$ cat src/rtl/binario_a_bcd_secuencial_pkg.sv
// rtl/binario_a_bcd_secuencial_pkg.sv - shared types and constants for the binary to BCD converter
package binario_a_bcd_secuencial_pkg;

  typedef enum logic [1:0] {
    ST_IDLE  = 2'd0,
    ST_SHIFT = 2'd1,
    ST_LATCH = 2'd2
  } estado_t;

  localparam int N_DIG        = 4;
  localparam int BCD_W        = 4;
  localparam int MAX_VAL_4DIG = 9999;

  localparam logic [BCD_W-1:0] ADD3_UMBRAL = 4'd5;

endpackage

$ cat src/rtl/ajuste_digito_bcd.sv
// rtl/ajuste_digito_bcd.sv - add-3 correction of one BCD nibble before each shift
module ajuste_digito_bcd
  import binario_a_bcd_secuencial_pkg::*;
(
  input  logic [BCD_W-1:0] i_Digito,
  output logic [BCD_W-1:0] o_Digito
);

  always_comb begin
    o_Digito = i_Digito;
    if (i_Digito >= ADD3_UMBRAL) begin
      o_Digito = i_Digito + BCD_W'(3);
    end
  end

endmodule

$ cat src/rtl/binario_a_bcd_secuencial.sv
// rtl/binario_a_bcd_secuencial.sv - sequential shift-and-add-3 converter feeding the 4-digit display
module binario_a_bcd_secuencial
  import binario_a_bcd_secuencial_pkg::*;
#(
  parameter int N_BITS  = 14,
  parameter int MAX_VAL = MAX_VAL_4DIG
) (
  input  logic              i_Clk,
  input  logic              i_Rst,
  input  logic              i_Start,
  input  logic [N_BITS-1:0] i_Binario,
  output logic              o_Busy,
  output logic              o_Done,
  output logic              o_Ovf,
  output logic [BCD_W-1:0]  o_Digito1,
  output logic [BCD_W-1:0]  o_Digito2,
  output logic [BCD_W-1:0]  o_Digito3,
  output logic [BCD_W-1:0]  o_Digito4
);

  localparam int                CNT_W   = $clog2(N_BITS);
  localparam int                ACC_W   = N_DIG * BCD_W;
  localparam logic [CNT_W-1:0]  CNT_ULT = CNT_W'(N_BITS - 1);
  localparam logic [N_BITS-1:0] MAX_BIN = N_BITS'(MAX_VAL);

  estado_t             estado_q, estado_d;
  logic [CNT_W-1:0]    cnt_q, cnt_d;
  logic [N_BITS-1:0]   bin_q, bin_d;
  logic [ACC_W-1:0]    acc_q, acc_d;
  logic                ovf_pend_q, ovf_pend_d;
  logic [ACC_W-1:0]    dig_q, dig_d;
  logic                ovf_q, ovf_d;
  logic                done_q, done_d;

  logic [ACC_W-1:0]        acc_aj;
  logic [ACC_W+N_BITS-1:0] desplazado;

  for (genvar g = 0; g < N_DIG; g++) begin : g_ajuste
    ajuste_digito_bcd u_ajuste (
      .i_Digito (acc_q[g*BCD_W +: BCD_W]),
      .o_Digito (acc_aj[g*BCD_W +: BCD_W])
    );
  end

  // Corrected accumulator and remaining binary bits shift as one register.
  assign desplazado = {acc_aj, bin_q} << 1;

  always_comb begin
    estado_d   = estado_q;
    cnt_d      = cnt_q;
    bin_d      = bin_q;
    acc_d      = acc_q;
    ovf_pend_d = ovf_pend_q;
    dig_d      = dig_q;
    ovf_d      = ovf_q;
    done_d     = 1'b0;
    case (estado_q)
      ST_IDLE: begin
        if (i_Start) begin
          bin_d      = i_Binario;
          acc_d      = '0;
          cnt_d      = '0;
          ovf_pend_d = (i_Binario > MAX_BIN);
          estado_d   = ST_SHIFT;
        end
      end
      ST_SHIFT: begin
        acc_d = desplazado[ACC_W+N_BITS-1:N_BITS];
        bin_d = desplazado[N_BITS-1:0];
        cnt_d = cnt_q + CNT_W'(1);
        if (cnt_q == CNT_ULT) begin
          estado_d = ST_LATCH;
        end
      end
      ST_LATCH: begin
        // Saturated inputs show 9999 so the display never wraps silently.
        dig_d    = ovf_pend_q ? {N_DIG{BCD_W'(9)}} : acc_q;
        ovf_d    = ovf_pend_q;
        done_d   = 1'b1;
        estado_d = ST_IDLE;
      end
      default: estado_d = ST_IDLE;
    endcase
  end

  always_ff @(posedge i_Clk) begin
    if (i_Rst) begin
      estado_q   <= ST_IDLE;
      cnt_q      <= '0;
      bin_q      <= '0;
      acc_q      <= '0;
      ovf_pend_q <= 1'b0;
      dig_q      <= '0;
      ovf_q      <= 1'b0;
      done_q     <= 1'b0;
    end else begin
      estado_q   <= estado_d;
      cnt_q      <= cnt_d;
      bin_q      <= bin_d;
      acc_q      <= acc_d;
      ovf_pend_q <= ovf_pend_d;
      dig_q      <= dig_d;
      ovf_q      <= ovf_d;
      done_q     <= done_d;
    end
  end

  assign o_Busy    = (estado_q != ST_IDLE);
  assign o_Done    = done_q;
  assign o_Ovf     = ovf_q;
  assign o_Digito1 = dig_q[0*BCD_W +: BCD_W];
  assign o_Digito2 = dig_q[1*BCD_W +: BCD_W];
  assign o_Digito3 = dig_q[2*BCD_W +: BCD_W];
  assign o_Digito4 = dig_q[3*BCD_W +: BCD_W];

endmodule

$ cat config.mk
export PLATFORM = sky130hd
export DESIGN_NAME = binario_a_bcd_secuencial
export DESIGN_NICKNAME = d
export VERILOG_FILES = /design/src/rtl/binario_a_bcd_secuencial_pkg.sv /design/src/rtl/ajuste_digito_bcd.sv /design/src/rtl/binario_a_bcd_secuencial.sv
export SDC_FILE = /design/constraint.sdc
export NUM_CORES = 1
export LEC_CHECK = 0
export ABC_AREA = 1
export CAP_MARGIN = 20
export CORE_AREA = 2 2 147 77
export CTS_CLUSTER_SIZE = 12
export DETAILED_ROUTE_END_ITERATION = 10
export DIE_AREA = 0 0 149 79
export GPL_TIMING_DRIVEN = 0
export MAX_ROUTING_LAYER = met4
export PLACE_DENSITY_LB_ADDON = 0.2
export SYNTH_ARGS = -nofsm -noshare
export SYNTH_HDL_FRONTEND = slang
export SYNTH_SLANG_ARGS = --single-unit
$ cat constraint.sdc
create_clock -name i_Clk -period 1.3 [get_ports i_Clk]
set_input_delay 0.13 -clock i_Clk [delete_from_list [all_inputs] [get_ports i_Clk]]
set_output_delay 0.13 -clock i_Clk [all_outputs]
set_load 0.02 [all_outputs]
==> impl_metrics.prom <==
# TYPE chip_impl_metric gauge
chip_impl_info{name="outcome",value="finished, final reports clean"} 1
chip_impl_metric{name="hpwl",unit="mm"} 5.201
chip_impl_metric{name="synth-async-reset-ratio",unit="%"} 0
chip_impl_info{name="rsz0062_at_grt",value="true"} 1
chip_impl_metric{name="number_of_pins_exceeding_their_max_slew_limit_in_the_final_report",unit=""} 0
chip_impl_metric{name="antennaDiodeCount",unit=""} 0
chip_impl_metric{name="drtPass1Iterations",unit=""} 4
chip_impl_info{name="critPathKind",value="reg2reg"} 1
chip_impl_metric{name="postSynthCellCount",unit=""} 348
chip_impl_metric{name="wire_length_of_the_first_global_routing_pass",unit="mm"} 11.90
chip_impl_info{name="netlist.top_cell.by_area",value="dfxtp_1"} 1
chip_impl_metric{name="synth-edff-count",unit=""} 0
chip_impl_metric{name="drcViolationCount",unit=""} 0
chip_impl_metric{name="die_width",unit="um"} 149
chip_impl_metric{name="total_count_of_hold_check_failures_in_the_final_report",unit=""} 0
chip_impl_info{name="holdCritStartpoint",value="i_Rst"} 1
chip_impl_info{name="synth_common_cells",value="nand2_1, dfxtp_1, a21oi_1"} 1
chip_impl_metric{name="ctsHtreeMaxLevel",unit=""} 2
chip_impl_metric{name="tns",unit="ns"} 0
chip_impl_info{name="worst_r2r_endpoint",value="dig_q[10]"} 1
chip_impl_metric{name="vias_in_the_first_global_route",unit=""} 2206
chip_impl_metric{name="synth.lib_cells_used.distinct",unit=""} 23
chip_impl_metric{name="clk_pin_slew_worst_paths",unit="ns"} 0.07
chip_impl_metric{name="report.final.setup_viol",unit=""} 0
chip_impl_info{name="synth.top_cells.by_area",value="dfxtp_1, nand2_1, a21oi_1, inv_1, ha_1"} 1
chip_impl_metric{name="synth_nets",unit=""} 375
chip_impl_metric{name="port_buffers",unit=""} 34
chip_impl_metric{name="post_route_cells_drive_above_1_share",unit="%"} 20.40
chip_impl_metric{name="antenna_found_initial",unit=""} 0
chip_impl_metric{name="cts_num_sinks",unit=""} 55
chip_impl_metric{name="die-height",unit="um"} 79
chip_impl_metric{name="critical_path_arrival",unit="ns"} 1.47
chip_impl_metric{name="fin_crit",unit="ns"} 1.242
chip_impl_info{name="timing.hold.worst_endpoint",value="dig_q[13]"} 1
chip_impl_metric{name="ffs_latches_synth",unit=""} 55
chip_impl_info{name="critical-path-slowest-cell",value="dfxtp_4"} 1
chip_impl_metric{name="gp_routability_congestion",unit=""} 0.8158
chip_impl_metric{name="finished_layout_cells",unit=""} 547
chip_impl_metric{name="r2r_slack",unit="ns"} 0.06
chip_impl_metric{name="critical_path_rt",unit="ns"} 1.53
chip_impl_info{name="timing.rr.start",value="estado_q[1]"} 1
chip_impl_metric{name="clock_path_buffers",unit=""} 2
chip_impl_info{name="hp-class",value="in2reg"} 1
chip_impl_metric{name="worst_skew_pair_latency",unit="ns"} 0.30
chip_impl_metric{name="worst_slew_margin_rel",unit="%"} 58.45
chip_impl_metric{name="final_design_area_no_fill",unit="sq mm"} 0.003437
chip_impl_metric{name="postCtsHoldBufs",unit=""} 0
chip_impl_metric{name="avgViaCountPerCell",unit=""} 4.395
chip_impl_info{name="tritoncts",value="yes"} 1
chip_impl_metric{name="worst_reg_to_reg_path_cell_count",unit=""} 7
chip_impl_metric{name="grt_use_total",unit="%"} 13.53
chip_impl_metric{name="min_delay_path_depth",unit=""} 2
chip_impl_metric{name="finalCoreUtilization",unit="%"} 32.40
chip_impl_metric{name="tightestPinTransition",unit="ns"} 0.6232
chip_impl_metric{name="number_of_warnings_printed_during_yosys_synthesis",unit=""} 0
chip_impl_metric{name="largest_net_degree_at_the_start_of_global_routing",unit=""} 18
chip_impl_metric{name="fp.coreArea",unit="sq mm"} 0.01061
chip_impl_metric{name="mean_cell_area_of_the_mapped_netlist",unit="sq um"} 7.356
chip_impl_metric{name="mappedNetlistArea",unit="sq mm"} 0.002560
chip_impl_metric{name="ys_seq_area_share",unit="%"} 43.01
chip_impl_metric{name="wl",unit="mm"} 7.232
chip_impl_metric{name="die_area",unit="sq mm"} 0.01177
chip_impl_metric{name="cts_made_buffers",unit=""} 5
chip_impl_info{name="most_used_flip_flop_cell_after_synthesis",value="dfxtp_1"} 1
chip_impl_metric{name="grt_ovf",unit=""} 0
chip_impl_info{name="critical_path.endpoint_type",value="flip-flop"} 1
chip_impl_metric{name="worst_clock_skew",unit="ns"} 0.005297
chip_impl_info{name="startpoint",value="estado_q[1]"} 1
chip_impl_metric{name="p_leak",unit="uW"} 0.001426
chip_impl_metric{name="n_fill_cell",unit=""} 1164
chip_impl_metric{name="min_period_over_period",unit="%"} 95.51
chip_impl_metric{name="maxCapViolations",unit=""} 0
chip_impl_metric{name="largest_stage_delay_worst_path",unit="ns"} 0.38
chip_impl_metric{name="dr.first_iter.drc_count",unit=""} 158
chip_impl_metric{name="dpl-instance-area",unit="sq mm"} 0.003082
chip_impl_info{name="critPathLaunchType",value="flip-flop"} 1
chip_impl_metric{name="maxClockFrequency",unit="MHz"} 805.4
chip_impl_metric{name="area_growth_syn_to_layout",unit="%"} 34.26
chip_impl_info{name="timing.critical_path.cells",value="inv_4, nor2_4, inv_4, nor2_4, buf_4, nand2_1, a21oi_1"} 1
chip_impl_metric{name="route.antenna.remaining_nets",unit=""} 0
chip_impl_metric{name="rows",unit=""} 27
chip_impl_metric{name="initial_core_util",unit="%"} 24.13
chip_impl_info{name="synthMostInstantiatedCell",value="nand2_1"} 1
chip_impl_metric{name="fin_nets",unit=""} 428
chip_impl_info{name="cts.root.buffer_cell",value="clkbuf_16"} 1
chip_impl_metric{name="peakVddDrop",unit="mV"} 0.5051
chip_impl_metric{name="synthDominantCellAreaShare",unit="%"} 43.01
chip_impl_metric{name="critical_path.max_fanout",unit=""} 5
chip_impl_metric{name="p_per_area",unit="mW/mm^2"} 1030
chip_impl_metric{name="pin_count",unit=""} 36
chip_impl_metric{name="placed_cells_incl_taps",unit=""} 527
chip_impl_metric{name="detail_route.wl_per_cell",unit="um"} 13.22
chip_impl_metric{name="vias",unit=""} 2404
## metal layers
metal  track usage (%)  routed length, um
met1             21.15               4251
met2             17.19               2637
met3             3.103                317
met4             2.571                 26
met5                 -                  0
## flip-flops by register name, summed over array words and instances (netlist names)
register    cells
acc_q          16
dig_q          16
bin_q          14
cnt_q           4
estado_q        2
o_Done          1
o_Ovf           1
ovf_pend_q      1
## cells by family (layout without fill, tap and decap cells)
logic type | after synthesis | in the layout | synth area share [%]
buf+inv | 56 | 110 | 9.091
simple gates | 148 | 148 | 25.17
compound gates | 79 | 79 | 17.84
fa+ha+maj | 10 | 10 | 4.888
flops | 55 | 55 | 43.01
## area by class of cell
class / count / area (sq um) / area share (%)
tap: 145 / 181.4 / 5.278
sequential: 55 / 1129 / 32.84
multi-input combinational: 237 / 1295 / 37.68
clock buffer: 6 / 138.9 / 4.041
clock inverter: 2 / 16.27 / 0.4732
inverter: 41 / 161.4 / 4.696
timing repair buffer: 46 / 409.1 / 11.90
buffer: 15 / 106.4 / 3.094
## where the power goes
group          total, uW  switching, uW  leakage, uW  internal [uW]
logic                365            213     0.000899            152
clock network       1430            654    0.0000731            772
registers           1750           24.4     0.000454           1720
total               3540            892      0.00143           2650
## placed cells by master (no fill, tap or decap), drive strengths merged
cell type and count:
nand2 91, dfxtp 55, a21oi 47, inv 41
nor2 27, buf 21, nand3 19, dlygate4sd2 18
o211ai 16, clkdlybuf4s50 15, o21ai 15, clkbuf 12
ha 10, nand4 9, nor3 2, a22oi 1
clkinvlp 1, clkinv 1, clkdlybuf4s15 1
## worst max-delay path, delay by kind of cell (launching register included)
family                 cells  cell delay, ns
AO/OA/AOI/OAI              1            0.13
buffers and inverters      3            0.28
flip-flops                 1            0.38
AND/OR/NAND/NOR            3            0.40
## worst max path at each step
| stage | slack [ns] | depth (start not counted) | to |
|---|---|---|---|
| floorplan | 0.12 | 9 | acc_q[4] |
| global placement | -0.37 | 4 | bin_q[9] |
| detailed placement | -0.36 | 4 | bin_q[10] |
| CTS | 0.01 | 9 | acc_q[8] |
| global route | -0.01 | 9 | acc_q[8] |
| finish | 0.06 | 7 | dig_q[10] |
## stage by stage
stage	total power, uW	hold slack [ns]	worst slack [ns]
floorplan	1979	0.3019	0.1157
global placement	2114	0.4358	-0.3717
detailed placement	2117	0.4432	-0.3557
CTS	3593	0.2153	0.01014
global route	3714	0.2502	-0.01472
finish	3540	0.2376	0.05838
## repair_timing
| item | CTS | global route |
|---|---|---|
| pin swaps | 3 | 5 |
| buffers inserted | 7 | 5 |
| resized for setup | 43 | 34 |
| cloned | 0 | 0 |
| setup endpoints to repair | 67 | 39 |
No activity file was read; power rests on OpenSTA's default activity.
